$ cat src/rtl/dual_port_ram_arbiter_pkg.sv
`default_nettype none
// ----------------------------------------------------------------------------
// dual_port_ram_arbiter_pkg : shared constants and helpers for the RAM arbiter
// Revision: 1.0
// ----------------------------------------------------------------------------
package dual_port_ram_arbiter_pkg;

  localparam int NUM_PORTS = 2;

  // Two accesses to the same word may share a cycle only when both are reads.
  function automatic logic pair_blocked(input logic same_address,
                                        input logic write_a,
                                        input logic write_b);
    return same_address & (write_a | write_b);
  endfunction

endpackage
`default_nettype wire

$ cat src/rtl/dual_port_ram_arbiter_selector.sv
`default_nettype none
// ----------------------------------------------------------------------------
// round_robin_dual_selector : picks up to two requesters in rotating order
// Revision: 1.0
// ----------------------------------------------------------------------------
module round_robin_dual_selector
  import dual_port_ram_arbiter_pkg::*;
#(
  parameter int REQUESTERS  = 4,
  parameter int INDEX_WIDTH = $clog2(REQUESTERS)
) (
  input  logic [REQUESTERS-1:0]            valid_i,
  input  logic [REQUESTERS*REQUESTERS-1:0] conflict_i,
  input  logic [INDEX_WIDTH-1:0]           pointer_i,
  output logic [REQUESTERS-1:0]            grant_a_o,
  output logic [REQUESTERS-1:0]            grant_b_o,
  output logic [INDEX_WIDTH-1:0]           index_a_o,
  output logic [INDEX_WIDTH-1:0]           index_b_o,
  output logic                             found_a_o,
  output logic                             found_b_o
);

  // Row a holds the requesters that may not share a cycle with requester a.
  logic [REQUESTERS-1:0]  conflict_row [REQUESTERS];
  logic [INDEX_WIDTH-1:0] scan_idx;

  for (genvar a = 0; a < REQUESTERS; a++) begin : g_row
    assign conflict_row[a] = conflict_i[a*REQUESTERS +: REQUESTERS];
  end

  always_comb begin
    found_a_o = 1'b0;
    found_b_o = 1'b0;
    index_a_o = '0;
    index_b_o = '0;
    grant_a_o = '0;
    grant_b_o = '0;
    scan_idx  = '0;
    for (int k = 0; k < REQUESTERS; k++) begin
      scan_idx = INDEX_WIDTH'((int'(pointer_i) + k) % REQUESTERS);
      if (valid_i[scan_idx]) begin
        if (!found_a_o) begin
          found_a_o = 1'b1;
          index_a_o = scan_idx;
        end else if (!found_b_o && !conflict_row[index_a_o][scan_idx]) begin
          found_b_o = 1'b1;
          index_b_o = scan_idx;
        end
      end
    end
    grant_a_o[index_a_o] = found_a_o;
    grant_b_o[index_b_o] = found_b_o;
  end

endmodule
`default_nettype wire

$ cat src/rtl/dual_port_ram_arbiter.sv
`default_nettype none
// ----------------------------------------------------------------------------
// dual_port_ram_arbiter : round-robin sharing of a true dual-port RAM
// Revision: 1.0
// ----------------------------------------------------------------------------
module dual_port_ram_arbiter
  import dual_port_ram_arbiter_pkg::*;
#(
  parameter int WIDTH                 = 8,
  parameter int DEPTH                 = 16,
  parameter int REQUESTERS            = 4,
  parameter int ADDRESS_WIDTH         = $clog2(DEPTH),
  parameter int REQUESTER_INDEX_WIDTH = $clog2(REQUESTERS)
) (
  input  logic                                clock,
  input  logic                                resetn,
  input  logic [REQUESTERS-1:0]               request_valid,
  output logic [REQUESTERS-1:0]               request_ready,
  input  logic [REQUESTERS-1:0]               request_write,
  input  logic [REQUESTERS*ADDRESS_WIDTH-1:0] request_address,
  input  logic [REQUESTERS*WIDTH-1:0]         request_write_data,
  output logic [REQUESTERS-1:0]               response_valid,
  output logic [REQUESTERS*WIDTH-1:0]         response_data,
  output logic                                port_0_access_enable,
  output logic                                port_1_access_enable,
  output logic                                port_0_write,
  output logic                                port_1_write,
  output logic [ADDRESS_WIDTH-1:0]            port_0_address,
  output logic [ADDRESS_WIDTH-1:0]            port_1_address,
  output logic [WIDTH-1:0]                    port_0_write_data,
  output logic [WIDTH-1:0]                    port_1_write_data,
  input  logic [WIDTH-1:0]                    port_0_read_data,
  input  logic [WIDTH-1:0]                    port_1_read_data
);

  localparam int IW = REQUESTER_INDEX_WIDTH;

  logic [ADDRESS_WIDTH-1:0]         req_addr [REQUESTERS];
  logic [WIDTH-1:0]                 req_data [REQUESTERS];
  logic [REQUESTERS*REQUESTERS-1:0] conflict;
  logic [REQUESTERS-1:0]            grant_a, grant_b;
  logic [IW-1:0]                    idx_a, idx_b, last_idx;
  logic                             found_a, found_b, port_0_go, port_1_go;
  logic [IW-1:0]                    pointer_d, pointer_q;
  logic [NUM_PORTS-1:0]             trk_valid_d, trk_valid_q;
  logic [IW-1:0]                    trk_idx_d [NUM_PORTS];
  logic [IW-1:0]                    trk_idx_q [NUM_PORTS];
  logic [WIDTH-1:0]                 port_rd   [NUM_PORTS];
  logic [WIDTH-1:0]                 resp_d    [REQUESTERS];
  logic [WIDTH-1:0]                 resp_q    [REQUESTERS];

  for (genvar i = 0; i < REQUESTERS; i++) begin : g_unpack
    assign req_addr[i] = request_address[i*ADDRESS_WIDTH +: ADDRESS_WIDTH];
    assign req_data[i] = request_write_data[i*WIDTH +: WIDTH];
    assign response_data[i*WIDTH +: WIDTH] = resp_d[i];
  end

  for (genvar a = 0; a < REQUESTERS; a++) begin : g_conf_a
    for (genvar b = 0; b < REQUESTERS; b++) begin : g_conf_b
      assign conflict[a*REQUESTERS+b] = pair_blocked(req_addr[a] == req_addr[b],
                                                     request_write[a], request_write[b]);
    end
  end

  round_robin_dual_selector #(
    .REQUESTERS  (REQUESTERS),
    .INDEX_WIDTH (IW)
  ) u_selector (
    .valid_i    (request_valid),
    .conflict_i (conflict),
    .pointer_i  (pointer_q),
    .grant_a_o  (grant_a),
    .grant_b_o  (grant_b),
    .index_a_o  (idx_a),
    .index_b_o  (idx_b),
    .found_a_o  (found_a),
    .found_b_o  (found_b)
  );

  // Nothing is granted while reset is held, even though the selector keeps evaluating.
  assign port_0_go     = found_a & resetn;
  assign port_1_go     = found_b & resetn;
  assign request_ready = (grant_a | grant_b) & {REQUESTERS{resetn}};

  assign port_0_access_enable = port_0_go;
  assign port_0_write         = port_0_go & request_write[idx_a];
  assign port_0_address       = port_0_go ? req_addr[idx_a] : '0;
  assign port_0_write_data    = port_0_go ? req_data[idx_a] : '0;
  assign port_1_access_enable = port_1_go;
  assign port_1_write         = port_1_go & request_write[idx_b];
  assign port_1_address       = port_1_go ? req_addr[idx_b] : '0;
  assign port_1_write_data    = port_1_go ? req_data[idx_b] : '0;

  assign last_idx  = found_b ? idx_b : idx_a;
  assign pointer_d = !found_a                       ? pointer_q :
                     (last_idx == IW'(REQUESTERS-1)) ? '0 : last_idx + 1'b1;

  assign trk_valid_d[0] = port_0_go & ~request_write[idx_a];
  assign trk_valid_d[1] = port_1_go & ~request_write[idx_b];
  assign trk_idx_d[0]   = idx_a;
  assign trk_idx_d[1]   = idx_b;
  assign port_rd[0]     = port_0_read_data;
  assign port_rd[1]     = port_1_read_data;

  // Read data comes straight from the RAM in the cycle after the grant; other slices hold.
  always_comb begin
    response_valid = '0;
    resp_d         = resp_q;
    for (int k = 0; k < NUM_PORTS; k++) begin
      if (trk_valid_q[k]) begin
        response_valid[trk_idx_q[k]] = 1'b1;
        resp_d[trk_idx_q[k]]         = port_rd[k];
      end
    end
  end

  always_ff @(posedge clock or negedge resetn) begin
    if (!resetn) begin
      pointer_q   <= '0;
      trk_valid_q <= '0;
      for (int k = 0; k < NUM_PORTS; k++) trk_idx_q[k] <= '0;
      for (int i = 0; i < REQUESTERS; i++) resp_q[i] <= '0;
    end else begin
      pointer_q   <= pointer_d;
      trk_valid_q <= trk_valid_d;
      trk_idx_q   <= trk_idx_d;
      resp_q      <= resp_d;
    end
  end

endmodule
`default_nettype wire

$ cat config.mk
export PLATFORM = sky130hd
export DESIGN_NAME = dual_port_ram_arbiter
export DESIGN_NICKNAME = d
export VERILOG_FILES = /design/src/rtl/dual_port_ram_arbiter_pkg.sv /design/src/rtl/dual_port_ram_arbiter_selector.sv /design/src/rtl/dual_port_ram_arbiter.sv
export SDC_FILE = /design/constraint.sdc
export NUM_CORES = 1
export LEC_CHECK = 0
export ABC_AREA = 1
export CAP_MARGIN = 20
export CORE_ASPECT_RATIO = 0.6
export CORE_UTILIZATION = 44
export DETAILED_ROUTE_END_ITERATION = 6
export MAX_ROUTING_LAYER = met4
export PLACE_DENSITY = 0.88
export SYNTH_ARGS = -nofsm -noshare
export SYNTH_HDL_FRONTEND = slang
export SYNTH_HIERARCHICAL = 1
export SYNTH_SLANG_ARGS = --single-unit
$ cat constraint.sdc
create_clock -name clock -period 4.8 [get_ports clock]
set_clock_uncertainty 0.2 [all_clocks]
set_input_delay 1.2 -clock clock [delete_from_list [all_inputs] [get_ports clock]]
set_output_delay 1.2 -clock clock [all_outputs]
set_load 0.02 [all_outputs]
==> parameters.txt <==
Parameter                              Value

Routing
  Total routed wirelength    27100 um
  Via-per-instance ratio    6.27
  Number of DRC violations after detailed routing    17
  Antenna Violating Nets Remaining    0
  Routed WL per cell    21.5 um
  First-iteration detailed-routing DRC count    1622
  Vias after detailed routing    7913
  Detailed-router iteration count before antenna repair    7

Setup path
  Logic depth of the worst register-to-register path    24
  Critical path endpoint category    primary output
  Critical path's largest stage delay    0.31 ns
  Cell-by-cell trace of the critical path    buf_6 -> buf_4 -> nand2_1 -> nand2_2 -> nand2_4 -> nand2_8 -> nor2_8 -> inv_2 -> o21ai_4 -> inv_4 -> nand3_2 -> nand2_1 -> nand2_1 -> nand2_2 -> nor3_4 -> a21oi_4 -> a21oi_4 -> buf_12 -> inv_12 -> nand2_2 -> nand3_4 -> a21oi_4 -> buf_6
  Critical path data arrival time    4.41 ns
  CP required    3.40 ns
  Total stage count of the critical path    23
  Slowest stage cell, crit path    nor3_4
  Cell class contributing the biggest share of worst-path delay    simple AND/OR/NAND/NOR gates
  Critical path class    input port to primary output
  Largest fanout on the critical path    13
  CP Launch Point    request_valid[3]
  Worst path bufs/invs    7
  Startpoint of the worst register-to-register path    pointer_q[0]$_DFFE_PN0P_
  Critical path launch point type    input port

Timing
  Period utilisation layout    121%
  Hold Worst Slack    0.386 ns
  Actual transition at the worst max-transition pin    0.569 ns
  Hold Violations, Final    0
  Relative slew slack    62.0%
  Minimum clock period    5.81 ns
  Maximum achievable frequency    172 MHz
  Unrepaired setup endpoints after global routing    true
  Post-Route Setup TNS    -17.22 ns
  Setup Viol. Count Final    32
  Max-slew violation count    0
  Setup ws final    -1.01 ns

Worst hold path
  Hold depth    4
  Source of the worst hold timing path    resp_q[29]$_DFF_PN0_
  Type of the tightest min-delay check    flop to flop

Synthesis
  Cell taking the most area after synthesis    nand2_1
  Main synth FF type    dfrtp_1
  Number of distinct library cells after synthesis    33
  Instance count of the mapped netlist    835
  Sequential area share after synthesis    21.9%
  Number of enable-type register cells in the synthesized netlist    0
  Cell area after technology mapping    0.00458 sq mm
  Synthesized flop and latch total    40
  Main area contributors after synthesis    nand2_1, dfrtp_1, nand3_1
  Synthesized area divided by synthesized cell count    5.49 sq um
  Yosys warns    6
  Synth top area share    29.6%
  Asr flop ratio synth    100%
  Post-synthesis net count    910

CTS
  Buffer depth of the longest clock path    2
  Maximum level of the CTS H-tree    2
  Clock tree from TritonCTS    done
  Cell at the root of the clock tree    clkbuf_16
  Clock Sink Count    40
  Insertion delay to the later sink of the worst-skew pair    0.30 ns
  Number of CTS-inserted buffers    5
  Clock slew seen by the registers of the worst setup and hold paths    0.06 ns

GRT
  Aggregate global-route resource usage    40.4%
  Antenna violations before repair    1
  Number of global-route vias before repair    6537
  Largest net degree at the start of global routing    25
  Wire length of the first global-routing pass    33000 um
  Congestion Overflow GR    0

Final layout
  Fraction of layout cells with a size suffix above 1    36.3%
  Post-route core utilization    85.3%
  Number of fill cells in the layout    499
  Layout overhead on the synthesized area    85.9%
  Nets    1200

Flow run
  Maximum Capacitance Violations    0

Floorplan
  Die Area    0.0108 sq mm
  Effective utilization at floorplan    45.9%
  Die outline height    81.0 um
  Ports    142
  Number of placement rows    28
  Total core area    0.00998 sq mm
  Die width    134 um

Placement
  Buffers added on ports    141
  Routability-driven placement congestion ratio    0.974
  Total half-perimeter wirelength after legalization and detailed placement    14100 um

Outcome
  Violations in the final reports    design-rule violations, negative setup slack
  Status    finished with violations
==> final timing paths <==
check / to / slack (ns)
min: resp_q[29]$_DFF_PN0_ / 0.39
max in group asynchronous: resp_q[9]$_DFF_PN0_ / 3.35
max reg2reg: trk_valid_q[1]$_DFF_PN0_ / 0.69
max: port_1_write_data[4] / -1.01
min in group asynchronous: pointer_q[1]$_DFFE_PN0P_ / 0.51
min reg2reg: resp_q[29]$_DFF_PN0_ / 0.39
==> kinds of logic after synthesis <==
logic type / synth area share, %
buffers and inverters: 14.0
xor gates and xnor gates: 1.53
and+or+nand+nor: 55.8
DFF: 21.9
adders and majority gates: 0.273
AOI/OAI and AO/OA: 6.47
==> worst register-to-register path, delay by kind of cell, from the launching register on <==
kind / cells / cell delay, ns
and+or+nand+nor: 12 / 1.50
buffers and inverters: 8 / 1.08
AOI/OAI and AO/OA: 4 / 0.78
DFF: 1 / 0.45
==> metal layers <==
layer	routed length [um]	global-route usage [%]
met5	0	-
met4	2280	16.4
met3	4170	9.80
met2	11000	59.8
met1	9680	53.0
==> cells in the final DEF (no fill, tap or decap), types with 3 or more instances in the layout <==
cell             count
o21ai_0              3
buf_12              11
nand2_1            308
a21oi_2              6
clkdlybuf4s15_1      5
clkbuf_16            6
a21oi_4             14
o211ai_1             4
nand3_4             10
clkdlybuf4s15_2      7
dlygate4sd2_1        6
inv_12               3
buf_6               34
dfrtp_1             40
nor2_2               8
nand3b_1             5
nand2_4             21
inv_2               19
buf_4              136
xnor2_1              8
nand3_1             91
nor2_4               6
inv_1              113
buf_2                8
nand2_8              7
nand2_2             47
nand4_1              5
a21oi_1             17
nor2_1              22
nand3_2             40
inv_4                8
clkdlybuf4s50_1     85
==> synthesized netlist by cell type, types with 2 or more instances <==
cell      count
nand2_1     361
inv_1       133
nand3_1     128
dfrtp_1      40
a21oi_1      36
nor2_1       35
nand2_2      12
nand3_2      11
buf_2         9
inv_2         9
xnor2_1       8
nand2_4       7
clkbuf_1      6
o21ai_0       6
nand3b_1      5
nand4_1       5
o211ai_1      4
buf_4         2
buf_6         2
nand3_4       2
o21ai_1       2
==> flip-flops by register name, indices dropped and copies added, names as in the netlist <==
register / cells
trk_valid_q: 2
resp_q: 32
pointer_q: 2
trk_idx_q: 4
==> metrics by stage <==
stage                     setup WS, ns  cell area (sq um)  std cells
after CTS                       -0.367               8100       1239
after detailed placement         -1.46               7380       1209
after global placement           -1.36               7380       1209
after global routing             -1.08               8510       1262
after floorplan                 -0.156               4970        835
final                            -1.01               8510       1262
==> timing repair <==
action | CTS | global route
pin swaps | 54 | 28
cloned | 7 | 1
hold buffers | 0 | 0
endpoints found under the hold margin | 0 | 0
resized for setup | 325 | 69
buffers inserted | 15 | 22
setup endpoints to repair | 32 | 31
==> final cells by class <==
type                            count  area (sq um)  area share [%]
Multi-Input combinational cell    635          3770            44.3
Clock inverter                      1          7.51          0.0882
Timing Repair inverter              2          32.5           0.382
Clock buffer                        7           143            1.68
Sequential cell                    40          1000            11.8
Inverter                          143           587            6.89
Antenna cell                        1          2.50          0.0294
Tap cell                          135           169            1.98
Timing Repair Buffer              298          2800            32.9
Power is left out: the tool's default activity adds up to more than one toggle a clock period on the data nets, which glitch-free logic cannot reach.
